## src/rtl/seq_write_packer.sv

```systemverilog
// seq_write_packer: packs 32-bit upstream words into 128-bit FIFO writes, with flush of partial words
// and per-frame word counting.
module seq_write_packer #(
  parameter logic [23:0] frame_words = 24'd65536
) (
  input  logic         wr_clk,
  input  logic         RST,
  input  logic         s_valid,
  input  logic [31:0]  s_data,
  output logic         s_ready,
  input  logic         flush,
  output logic         wr_en,
  output logic [127:0] din,
  input  logic         fifo_full,
  output logic         frame_done,
  output logic [23:0]  word_count
);
  typedef enum logic {FILL, FLUSH} state_t;
  state_t        state_q, state_d;
  logic [1:0]    lane_q, lane_d, eff_lane;
  logic [95:0]   acc_q, acc_d;
  logic [127:0]  din_q, din_d;
  logic          out_valid_q, out_valid_d;
  logic [23:0]   word_count_q, word_count_d;
  logic          frame_done_q, frame_done_d;
  logic          accept, last;
  assign wr_en      = out_valid_q && !fifo_full;
  assign s_ready    = RST && state_q == FILL && (lane_q != 2'd3 || !out_valid_q || wr_en);
  assign din        = din_q;
  assign frame_done = frame_done_q;
  assign word_count = word_count_q;
  always_comb begin
    accept       = s_valid && s_ready;
    eff_lane     = accept ? lane_q + 2'd1 : lane_q;
    last         = word_count_q == frame_words - 24'd1;
    state_d      = state_q;
    lane_d       = lane_q;
    acc_d        = acc_q;
    din_d        = din_q;
    out_valid_d  = out_valid_q && !wr_en;
    word_count_d = wr_en ? (last ? 24'd0 : word_count_q + 24'd1) : word_count_q;
    frame_done_d = wr_en && last;
    if (accept) begin
      if (lane_q == 2'd3) begin
        din_d       = {s_data, acc_q};
        out_valid_d = 1'b1;
        acc_d       = '0;
        lane_d      = 2'd0;
      end else begin
        acc_d[{lane_q, 5'd0} +: 32] = s_data;
        lane_d                      = lane_q + 2'd1;
      end
    end
    // The accumulator is cleared on every emit, so unfilled lanes of a flushed word read as zero.
    if (state_q == FILL && flush && eff_lane != 2'd0) state_d = FLUSH;
    if (state_q == FLUSH && (!out_valid_q || wr_en)) begin
      din_d       = {32'h0, acc_q};
      out_valid_d = 1'b1;
      acc_d       = '0;
      lane_d      = 2'd0;
      state_d     = FILL;
    end
  end
  always_ff @(posedge wr_clk or negedge RST) begin
    if (!RST) begin
      state_q      <= FILL;
      lane_q       <= 2'd0;
      acc_q        <= 96'h0;
      din_q        <= 128'h0;
      out_valid_q  <= 1'b0;
      word_count_q <= 24'd0;
      frame_done_q <= 1'b0;
    end else begin
      state_q      <= state_d;
      lane_q       <= lane_d;
      acc_q        <= acc_d;
      din_q        <= din_d;
      out_valid_q  <= out_valid_d;
      word_count_q <= word_count_d;
      frame_done_q <= frame_done_d;
    end
  end
endmodule

```

## config.mk

```make
export PLATFORM = sky130hd
export DESIGN_NAME = seq_write_packer
export DESIGN_NICKNAME = d
export VERILOG_FILES = /design/src/rtl/seq_write_packer.sv
export SDC_FILE = /design/constraint.sdc
export NUM_CORES = 1
export LEC_CHECK = 0
export CORE_AREA = 5 5 139 141
export DETAILED_ROUTE_END_ITERATION = 7
export DIE_AREA = 0 0 144 146
export GPL_ROUTABILITY_DRIVEN = 0
export HOLD_SLACK_MARGIN = 0.03
export PLACE_DENSITY = 0.86
export SETUP_SLACK_MARGIN = 0.3
export SLEW_MARGIN = 20
export SYNTH_ARGS = -nofsm -noshare
export SYNTH_HDL_FRONTEND = slang
export SYNTH_SLANG_ARGS = --single-unit
```

## constraint.sdc

```tcl
create_clock -name wr_clk -period 2.9 [get_ports wr_clk]
set_input_delay 0.58 -clock wr_clk [delete_from_list [all_inputs] [get_ports wr_clk]]
set_output_delay 0.58 -clock wr_clk [all_outputs]
set_load 0.03 [all_outputs]
```

==> qor.yml <==
outcome:
  status: "finished clean"
detailed_routing:
  drt_iter0_markers: 409
  drcViolationCount: 0
  via_count: 7444
  wl_um: 25000
  drt-pass1-iter-count: 5
  drt.antenna.violating_nets: 0
  routedWlPerCell_um: 18.5
  vias_per_cell: 5.51
global_routing:
  antenna_found_initial: 0
  grt.overflow.total: 0
  grt_pass1_wl_um: 40800
  grt_max_degree: 137
  grt_pass1_vias: 7627
  grt_usage_pct: 23.9
logic_synthesis:
  synth_top_cell_by_area: "dfrtp_1"
  yosysUniqueCellTypes: 49
  synth_warnings: 0
  ys.flop_type: "dfrtp_1"
  synth_enable_flop_cells: 0
  synthArstFlopShare_pct: 100
  yosys.area_share.simple_pct: 18.6
  yosysSeqAreaShare_pct: 64.5
  synthTopCellsByArea: "dfrtp_1 (65%), nand2_1 (14%), a22o_1 (8.4%)"
  synth_fa_ha_area_share_pct: 0.765
  yosys-mux-area-fraction_pct: 0.204
  synth_top_area_share_pct: 64.5
  ys_seq_elements: 253
  syn_inst: 915
  avgSynthCellArea_um2: 10.7
  yosys.area_share.xor_xnor_pct: 1.88
  synth-compound-area-share_pct: 11.3
  syn_nets: 958
  syn_area_um2: 9810
  synth_top_family_by_area: "simple AND/OR/NAND/NOR gates"
power_and_ir_drop:
  ir_drop_v: 0.000600
  power_uw: 10700
  pwr-share-seq_pct: 39.7
  p_sw_share_pct: 33.6
  p_per_area_nw_per_um2: 830
  combPwrFrac_pct: 27.5
  p_sw_uw: 3610
  internal_power_uw: 7140
  clkPwrFrac_pct: 32.9
  leakage_uw: 0.00630
layout:
  antenna_cells: 0
  final_util_pct: 72.6
  drive_gt1_share_pct: 7.40
  fillers: 1204
  final_nets: 1146
  area_growth_pct: 32.0
  mostFrequentLayoutCell: "nand2_1"
  final_cell_mix: "nand2_1 (362), dfrtp_1 (253), clkdlybuf4s50_1 (188)"
critical_path:
  critPathKind: "reg2out"
  critical_path.max_stage_delay_ps: 420
  cp_max_fo: 6
  crit_path_top_delay_cell: "dfrtp_1"
  cp.arrival_ps: 1830
  cp_top_family: "flip-flops"
  critPathRequiredTime_ps: 2320
  cp-start-kind: "register"
  end_kind: "primary output"
  crit_buf_inv: 1
  crit_chain: "ha_1 -> a31oi_1 -> and2_1 -> buf_4"
sta:
  worstMarginPinSlew_ps: 731
  fin_skew_ps: 5.73
  drv_slew: 0
  post-route-min-period_ps: 2410
  period_share_pct: 83.3
  relSlewSlack_pct: 51.3
  finalHoldViolations: 0
  worst_slack_ps: 486
  setup_violations: 0
  rsz0062_at_grt: "false"
  maxClockFrequency_ghz: 0.414
  tns_ps: 0
clock_tree:
  cts_tree: "yes"
  clock_latency_ps: 510
  clk_pin_slew_ps: 60
  ctsLongestPathBuffers: 3
  clkSinkCount: 253
  cts_hold_buf: 0
  clock_tree.root_cell: "clkbuf_16"
  cts_max_level: 1
  cts_buffers: 26
die:
  dieArea_um2: 21000
  die_w_um: 144
  ios: 192
  die_h_um: 146
  design.core.area_um2: 17800
  num_rows: 49
  initial_core_util_pct: 55.0
flow_run:
  cap_violations: 0
placement:
  dpl.hpwl_um: 16100
  io_buffers: 191
  dp_slack_ps: 359
worst_hold_path:
  hold_path.class: "in2async"
[sequential cells by signal, summed over array words and instances, names as in the netlist]
signal and count:
din 128, acc_q 96, word_count 24, lane_q 2, frame_done 1, out_valid_q 1
state_q 1
[logic make-up (layout without fill, tap and decap cells)]
family,Yosys count,in the layout
AND/OR/NAND/NOR,427,427
flip-flops,253,253
AO/OA/AOI/OAI,144,144
buffers and inverters,62,268
XOR/XNOR,21,21
adder cells (fa/ha/maj),6,6
multiplexers,2,2
[worst register-to-register path, stage by stage (launching register included)]
cell	delay, ps
dfrtp_1	420
ha_1	310
a31oi_1	250
nand3_2	250
o21a_1	260
buf_4	260
a22o_1	300
[layout make-up]
cell class / count / area (um2) / share of cell area, %
clock buffer: 38 / 777 / 6.00
clock inverter: 8 / 143 / 1.10
inverter: 10 / 37.5 / 0.290
multi-input combinational: 600 / 3240 / 25.0
sequential: 253 / 6330 / 48.9
tap: 229 / 287 / 2.21
timing repair buffer: 212 / 2140 / 16.5
[power groups by stage]
stage | Sequential (uW) | Clock (uW) | Combinational (uW)
detailed placement | 4300 | 0 | 2960
finish | 4260 | 3530 | 2950
CTS | 4260 | 3580 | 2970
global placement | 4300 | 0 | 2900
global route | 4310 | 3750 | 3160
floorplan | 4760 | 0 | 1240
[stage by stage]
stage / cell area, um2 / cells / hold slack (ps)
floorplan: 9810 / 915 / 284
global placement: 12000 / 1304 / 446
detailed placement: 12000 / 1304 / 455
CTS: 12900 / 1350 / 239
global route: 13000 / 1350 / 206
finish: 13000 / 1350 / 178
[routing by layer]
| metal | GRT usage (%) | vias to the layer above | wire [um] |
|---|---|---|---|
| li1 | - | 3435 | - |
| met2 | 38.4 | 243 | 12200 |
| met4 | 4.99 | 0 | 445 |
| met3 | 5.75 | 38 | 1970 |
| met1 | 33.3 | 3728 | 10400 |
| met5 | 0 | - | 0 |
[synth_stat cells (3+ instances only)]
cell	instances
nor3_2	3
nand4_1	7
xnor2_1	16
buf_2	14
nand3_1	6
nor2_1	18
dfrtp_1	253
nand2_1	362
nor3_1	3
ha_1	6
clkbuf_1	34
a22o_1	94
o21ai_1	29
inv_1	10
nor4_1	4
xor2_1	5
buf_4	3
o21ai_0	7
[worst paths after layout]
path	from	end	slack, ps	depth (start not counted)
worst max-delay path	lane_q[0]	s_ready	490	4
worst min-delay path	RST	din[41]	180	2
worst max register to register	lane_q[0]	acc_q[17]	740	6
worst min register to register	acc_q[95]	din[95]	470	2
max in group asynchronous	RST	din[99]	1450	3
min in group wr_clk	acc_q[95]	din[95]	470	2
[timing repair]
| action | in CTS | in global routing |
|---|---|---|
| endpoints found under the hold margin | 0 | 0 |
| gates resized for setup | 0 | 1 |
| endpoints found under the setup margin | 0 | 1 |
| setup buffers | 0 | 0 |
Note: power is estimated with default switching activity, not from simulation.
